--- src/rtl/cv32e40p_alu3_tmr_ctrl_pkg.sv ---
// Shared types for the triplicated-ALU sequencing/voting controller.
// Voted word layout is {cmp, result}, so bit 32 is the comparison flag.
package cv32e40p_alu3_tmr_ctrl_pkg;

    localparam int TMR_WORD_W = 33;

    typedef enum logic [2:0] {
        ST_IDLE,
        ST_EXEC,
        ST_RETRY,
        ST_OUT,
        ST_FATAL
    } tmr_state_e;

    function automatic logic [1:0] popcount3(input logic [2:0] v);
        popcount3 = 2'(v[0]) + 2'(v[1]) + 2'(v[2]);
    endfunction

endpackage

--- src/rtl/cv32e40p_alu3_tmr_ctrl_vote.sv ---
// Combinational 2-of-3 voter over 33-bit {cmp, result} words, restricted to the units in valid_i.
// faulty_o names the outvoted or missing unit; it is zero when the vote is clean or uncorrectable.
module cv32e40p_tmr_vote33
    import cv32e40p_alu3_tmr_ctrl_pkg::*;
(
    input  logic [TMR_WORD_W-1:0] word_1_i,
    input  logic [TMR_WORD_W-1:0] word_2_i,
    input  logic [TMR_WORD_W-1:0] word_3_i,
    input  logic [2:0]            valid_i,
    output logic [TMR_WORD_W-1:0] word_o,
    output logic                  m12_o,
    output logic                  m13_o,
    output logic                  m23_o,
    output logic [2:0]            faulty_o,
    output logic                  uncorr_o
);

    assign m12_o = (word_1_i == word_2_i);
    assign m13_o = (word_1_i == word_3_i);
    assign m23_o = (word_2_i == word_3_i);

    always_comb begin
        word_o   = (word_1_i & word_2_i) | (word_1_i & word_3_i) | (word_2_i & word_3_i);
        faulty_o = 3'b000;
        uncorr_o = 1'b0;
        case (valid_i)
            3'b111: begin
                if (m12_o && m13_o) begin
                    faulty_o = 3'b000;
                end else if (m12_o) begin
                    faulty_o = 3'b100;
                end else if (m13_o) begin
                    faulty_o = 3'b010;
                end else if (m23_o) begin
                    faulty_o = 3'b001;
                end else begin
                    uncorr_o = 1'b1;
                end
            end
            // With only two units present the absent one is the suspect.
            3'b011: begin word_o = word_1_i; faulty_o = 3'b100; uncorr_o = !m12_o; end
            3'b101: begin word_o = word_1_i; faulty_o = 3'b010; uncorr_o = !m13_o; end
            3'b110: begin word_o = word_2_i; faulty_o = 3'b001; uncorr_o = !m23_o; end
            default: uncorr_o = 1'b1;
        endcase
        if (uncorr_o) begin
            faulty_o = 3'b000;
        end
    end

endmodule

--- src/rtl/cv32e40p_alu3_tmr_ctrl.sv ---
// Issues one op to three ALUs, votes {cmp,result}, masks one fault, retries, then latches fatal.
// Single-cycle op: accept cycle 0, capture cycle 1, out_valid_o cycle 2; OUT holds until out_ready_i.
module cv32e40p_alu3_tmr_ctrl
    import cv32e40p_alu3_tmr_ctrl_pkg::*;
#(
    parameter int SKEW_MAX  = 4,
    parameter int TIMEOUT   = 64,
    parameter int MAX_RETRY = 2,
    parameter int CNT_W     = 8
) (
    input  logic             clk,
    input  logic             rst,
    input  logic             req_valid_i,
    output logic             req_ready_o,
    output logic             alu_enable_o,
    output logic             alu_ex_ready_o,
    input  logic [31:0]      result_1_i,
    input  logic [31:0]      result_2_i,
    input  logic [31:0]      result_3_i,
    input  logic             cmp_1_i,
    input  logic             cmp_2_i,
    input  logic             cmp_3_i,
    input  logic             ready_1_i,
    input  logic             ready_2_i,
    input  logic             ready_3_i,
    output logic             out_valid_o,
    input  logic             out_ready_i,
    output logic [31:0]      result_o,
    output logic             comparison_result_o,
    output logic             corrected_o,
    output logic [2:0]       faulty_unit_o,
    output logic             fatal_o,
    output logic [CNT_W-1:0] err_count_o,
    input  logic             clr_err_i
);

    localparam int SK_W = $clog2(SKEW_MAX + 1);
    localparam int TM_W = $clog2(TIMEOUT);
    localparam int RT_W = $clog2(MAX_RETRY + 2);
    localparam logic [SK_W-1:0]  SKEW_LAST = SK_W'(SKEW_MAX - 1);
    localparam logic [TM_W-1:0]  TM_LAST   = TM_W'(TIMEOUT - 1);
    localparam logic [RT_W-1:0]  RT_LAST   = RT_W'(MAX_RETRY);
    localparam logic [CNT_W-1:0] ERR_MAX   = '1;

    tmr_state_e       state_q, state_d;
    logic [TM_W-1:0]  timer_q, timer_d;
    logic [SK_W-1:0]  skew_q, skew_d;
    logic [RT_W-1:0]  retry_q, retry_d;
    logic [CNT_W-1:0] err_q, err_d;
    logic [31:0]      res_q, res_d;
    logic             cmp_q, cmp_d;
    logic             corr_q, corr_d;
    logic [2:0]       faulty_q, faulty_d;

    logic [2:0]            rdy;
    logic [1:0]            n_rdy;
    logic                  capture, clean, fail, err_inc;
    logic [TMR_WORD_W-1:0] vote_word;
    logic                  vote_m12, vote_m13, vote_m23, vote_uncorr;
    logic [2:0]            vote_faulty;

    assign rdy     = {ready_3_i, ready_2_i, ready_1_i};
    assign n_rdy   = popcount3(rdy);
    assign capture = (n_rdy == 2'd3) || ((n_rdy == 2'd2) && (skew_q == SKEW_LAST));
    assign clean   = (&rdy) && vote_m12 && vote_m13 && vote_m23;

    cv32e40p_tmr_vote33 u_vote (
        .word_1_i (TMR_WORD_W'({cmp_1_i, result_1_i})),
        .word_2_i (TMR_WORD_W'({cmp_2_i, result_2_i})),
        .word_3_i (TMR_WORD_W'({cmp_3_i, result_3_i})),
        .valid_i  (rdy),
        .word_o   (vote_word),
        .m12_o    (vote_m12),
        .m13_o    (vote_m13),
        .m23_o    (vote_m23),
        .faulty_o (vote_faulty),
        .uncorr_o (vote_uncorr)
    );

    always_comb begin
        state_d        = state_q;
        timer_d        = timer_q;
        skew_d         = skew_q;
        retry_d        = retry_q;
        res_d          = res_q;
        cmp_d          = cmp_q;
        corr_d         = corr_q;
        faulty_d       = faulty_q;
        req_ready_o    = 1'b0;
        alu_enable_o   = 1'b0;
        alu_ex_ready_o = 1'b0;
        out_valid_o    = 1'b0;
        fatal_o        = 1'b0;
        err_inc        = 1'b0;
        fail           = 1'b0;
        case (state_q)
            ST_IDLE: begin
                req_ready_o = 1'b1;
                if (req_valid_i) begin
                    state_d = ST_EXEC;
                    retry_d = '0;
                    skew_d  = '0;
                    timer_d = '0;
                end
            end
            ST_EXEC: begin
                alu_enable_o = 1'b1;
                if (timer_q != TM_LAST) begin
                    timer_d = timer_q + TM_W'(1);
                end
                if (capture) begin
                    alu_ex_ready_o = 1'b1;
                    if (vote_uncorr) begin
                        fail = 1'b1;
                    end else begin
                        res_d    = vote_word[31:0];
                        cmp_d    = vote_word[32];
                        corr_d   = !clean;
                        faulty_d = vote_faulty;
                        err_inc  = !clean;
                        state_d  = ST_OUT;
                    end
                end else if (n_rdy == 2'd2) begin
                    skew_d = skew_q + SK_W'(1);
                end else if (timer_q == TM_LAST) begin
                    fail = 1'b1;
                end
                if (fail) begin
                    err_inc = 1'b1;
                    if (retry_q != RT_LAST) begin
                        retry_d = retry_q + RT_W'(1);
                        state_d = ST_RETRY;
                    end else begin
                        // Stale results from an earlier op must not show while fatal.
                        res_d    = '0;
                        cmp_d    = 1'b0;
                        corr_d   = 1'b0;
                        faulty_d = 3'b000;
                        state_d  = ST_FATAL;
                    end
                end
            end
            ST_RETRY: begin
                skew_d  = '0;
                timer_d = '0;
                state_d = ST_EXEC;
            end
            ST_OUT: begin
                out_valid_o = 1'b1;
                if (out_ready_i) begin
                    state_d = ST_IDLE;
                end
            end
            ST_FATAL: fatal_o = 1'b1;
            default:  state_d = ST_IDLE;
        endcase

        err_d = err_q;
        if (clr_err_i) begin
            err_d = '0;
        end else if (err_inc && (err_q != ERR_MAX)) begin
            err_d = err_q + CNT_W'(1);
        end
    end

    always_ff @(posedge clk) begin
        if (rst) begin
            state_q  <= ST_IDLE;
            timer_q  <= '0;
            skew_q   <= '0;
            retry_q  <= '0;
            err_q    <= '0;
            res_q    <= '0;
            cmp_q    <= 1'b0;
            corr_q   <= 1'b0;
            faulty_q <= 3'b000;
        end else begin
            state_q  <= state_d;
            timer_q  <= timer_d;
            skew_q   <= skew_d;
            retry_q  <= retry_d;
            err_q    <= err_d;
            res_q    <= res_d;
            cmp_q    <= cmp_d;
            corr_q   <= corr_d;
            faulty_q <= faulty_d;
        end
    end

    assign result_o            = res_q;
    assign comparison_result_o = cmp_q;
    assign corrected_o         = corr_q;
    assign faulty_unit_o       = faulty_q;
    assign err_count_o         = err_q;

endmodule

--- config.mk ---
export PLATFORM = sky130hd
export DESIGN_NAME = cv32e40p_alu3_tmr_ctrl
export DESIGN_NICKNAME = d
export VERILOG_FILES = /design/src/rtl/cv32e40p_alu3_tmr_ctrl_pkg.sv /design/src/rtl/cv32e40p_alu3_tmr_ctrl_vote.sv /design/src/rtl/cv32e40p_alu3_tmr_ctrl.sv
export SDC_FILE = /design/constraint.sdc
export NUM_CORES = 1
export LEC_CHECK = 0
export ABC_AREA = 1
export BUFFER_PORTS_ARGS = -buffer_cell sky130_fd_sc_hd__buf_2
export CORE_MARGIN = 3
export CORE_UTILIZATION = 30
export CTS_CLUSTER_DIAMETER = 40
export CTS_CLUSTER_SIZE = 24
export DETAILED_ROUTE_END_ITERATION = 7
export PLACE_DENSITY = 0.5
export SETUP_SLACK_MARGIN = 0.2
export SYNTH_ARGS = -nofsm -noshare
export SYNTH_HDL_FRONTEND = slang
export SYNTH_HIERARCHICAL = 1
export SYNTH_SLANG_ARGS = --single-unit
--- constraint.sdc ---
create_clock -name clk -period 2.7 [get_ports clk]
set_input_delay 0.135 -clock clk [delete_from_list [all_inputs] [get_ports clk]]
set_output_delay 0.135 -clock clk [all_outputs]
set_load 0.01 [all_outputs]
==> reports/results.tsv <==
stage	metric	value	unit
run	cap_violations	0	
synthesis	synth_area_leaders	ha_1 23%, nand2_1 21%, dfxtp_1 21%	
route	vias_per_cell	4.69	
clock_tree	cts_root_buf	clkbuf_16	
global_route	grt_pass1_vias	5614	
timing	slew_headroom	68.5	%
synthesis	synth_cell_types	36	
place	port-buffer-count	156	
power_and_ir_drop	peakVddDrop	0.000313	V
synthesis	yosys.area.top_type_share	22.6	%
floorplanning	die_h	144	um
timing	setup_viol	0	
clock_tree	clkSinkCount	59	
worst_setup_path	critical_path_arrival	2390	ps
power_and_ir_drop	p_per_area	495	mW/mm^2
synthesis	synth_top_area_cell	ha_1	
synthesis	synth_ff_type	dfxtp_1	
floorplanning	start_util	31.3	%
timing	maxSlewViolCount	0	
timing	fin_crit_sh	79.3	%
timing	setup_ws	560	ps
worst_setup_path	max_stage_delay	290	ps
floorplanning	die_area	0.0209	mm^2
synthesis	synthCells	863	
route	drcViolationCount	0	
clock_tree	clk_pin_slew	60	ps
timing	skew	5.64	ps
route	wl_per_cell	14.7	um
power_and_ir_drop	p_total	3.48	mW
synthesis	syn-num-nets	1075	
clock_tree	cts_made_buffers	9	
synthesis	avgSynthCellArea	6.66	um^2
timing	layout_min_cycle_time	2140	ps
worst_setup_path	cp-start-kind	primary input	
route	wl	18.3	mm
min_path	holdCritPathClass	primary input to flop	
synthesis	yosysWarningCount	6	
clock_tree	clk_path_buf_depth	2	
timing	fin_setup_tns	0	ps
synthesis	synth_edf_count	0	
floorplanning	ios	157	
worst_setup_path	crit_slowest_cell	ha_1	
timing	fmax	0.467	GHz
timing	hold_viol_final	0	
layout	drive_gt1_share	20.7	%
floorplanning	row_count	49	
clock_tree	clk_latency	330	ps
floorplanning	core	0.0184	mm^2
place	gp_congestion	0.811	
global_route	grt_pass1_wl	29.3	mm
synthesis	async_flop_share	0	%
synthesis	ys_seq_area_share	20.5	%
route	antenna_left	0	
place	pre_cts_slack	93.7	ps
worst_setup_path	cp_max_fo	37	
route	drtIter0Drc	299	
power_and_ir_drop	leakage	3.57	nW
worst_setup_path	path_class	primary input to flop	
global_route	grtUsageTotal	17.7	%
place	hpwl	14.7	mm
global_route	grt_overflow_total	0	
synthesis	syn-cell-area	0.00575	mm^2
floorplanning	die_w	144	um
layout	final_common_cell	nand2_1	
timing	rsz0062_at_grt	no	
worst_setup_path	crit_chain	buf_2 > ha_1 > inv_1 > nand2_1 > nor2_1 > nand2_1 > nor2_1 > nand3_1 > nand2_2 > nand2_1 > nand2_2 > nand2_2 > nand2_1 > nand3_4 > o21ai_2 > buf_12 > nand2_1 > a21oi_1	
route	firstDrtPassIters	5	
timing	tightest_slew	471	ps
clock_tree	h-tree-depth	3	
layout	nets	1224	
layout	area_growth	22.3	%
global_route	grt_max_degree	38	
run_status	status	finished, final reports clean	
global_route	antenna_found_initial	0	
worst_setup_path	worstSetupEndpointType	flop	
clock_tree	cts_tree	done	
synthesis	ys_ff_latch	59	
worst_setup_path	crit_top_cell	nand2_1	
layout	most-common-layout-cells	315 x nand2_1, 156 x buf_2, 104 x ha_1, 103 x nor2_1, 59 x dfxtp_1	
worst_setup_path	worstPathRequired	2950	ps
route	vias	5851	
sequential cells by signal (all words and copies together), names as in the netlist:
signal	count
comparison_result_o	1
corrected_o	1
err_count_o	8
faulty_unit_o	3
result_o	32
retry_q	2
skew_q	3
state_q	3
timer_q	6
repair_timing:
item                                    in CTS  in global routing
resized for setup                            0                  3
endpoints found under the setup margin       0                 45
hold buffers                                 0                  0
endpoints found under the hold margin        0                  0
setup buffers                                0                  2
layout make-up:
type	count	area [um^2]
fillers	2012	11400
multi-input cells	722	4190
flip-flops and latches	59	1180
repair buffers	167	892
well taps	229	287
clock buffers	9	225
inverters	53	206
clock inverters	7	43.8
diodes	1	2.50
final timing paths:
kind	end	cells after the start	slack, ps	startpoint
setup / recovery	result_o[25]	18	560	result_1_i[23]
hold / removal	result_o[2]	2	130	rst
setup reg to reg	result_o[25]	10	700	skew_q[0]
hold reg to reg	skew_q[2]	2	460	skew_q[2]
synth_stat cells, types with 6 or more instances:
| master | number |
|---|---|
| a22oi_1 | 33 |
| nor2_1 | 103 |
| nand2_2 | 6 |
| clkbuf_1 | 11 |
| o31ai_1 | 33 |
| dfxtp_1 | 59 |
| inv_1 | 49 |
| a21oi_1 | 55 |
| nand3_1 | 30 |
| buf_2 | 9 |
| o21ai_0 | 6 |
| buf_6 | 6 |
| ha_1 | 104 |
| nand2_1 | 315 |
critical path: cells and delay by family:
kind	cells	cell delay [ps]
buf+inv	3	420
fa+ha+maj	1	290
compound gates	2	250
simple gates	12	1280
metal layers:
metal	share of wire, %	vias to the layer above	GRT usage, %
li1	-	3186	-
met1	49	2548	24.7
met2	46	110	28.5
met3	4.4	7	3.27
met4	0.70	0	3.73
met5	0	-	0
stage by stage:
stage / cell area, um^2 / instances / hold WS (ps) / util, %
final: 7030 / 1247 / 129 / 38.2
after global routing: 7030 / 1246 / 139 / 38.2
after CTS: 7010 / 1244 / 125 / 38.1
after detailed placement: 6740 / 1228 / 459 / 36.6
after global placement: 6740 / 1228 / 456 / 36.6
after floorplan: 5750 / 863 / 401 / -
power breakdown:
group / switching (mW) / internal (mW) / leakage [nW] / total (mW)
Sequential: 0.0653 / 0.939 / 0.477 / 1.00
Combinational: 0.937 / 0.493 / 2.96 / 1.43
Clock: 0.427 / 0.616 / 0.131 / 1.04
cell families (layout without fill, tap and decap cells):
kind of cell	after synthesis	in the layout	synth area share [%]
other	0	1	0
adders and majority gates	105	105	23.0
DFF	59	59	20.5
and+or+nand+nor	483	483	34.5
buffers and inverters	82	236	6.62
xor gates and xnor gates	3	3	0.457
AOI/OAI and AO/OA	131	131	14.9
No activity file was read; power rests on OpenSTA's default activity.
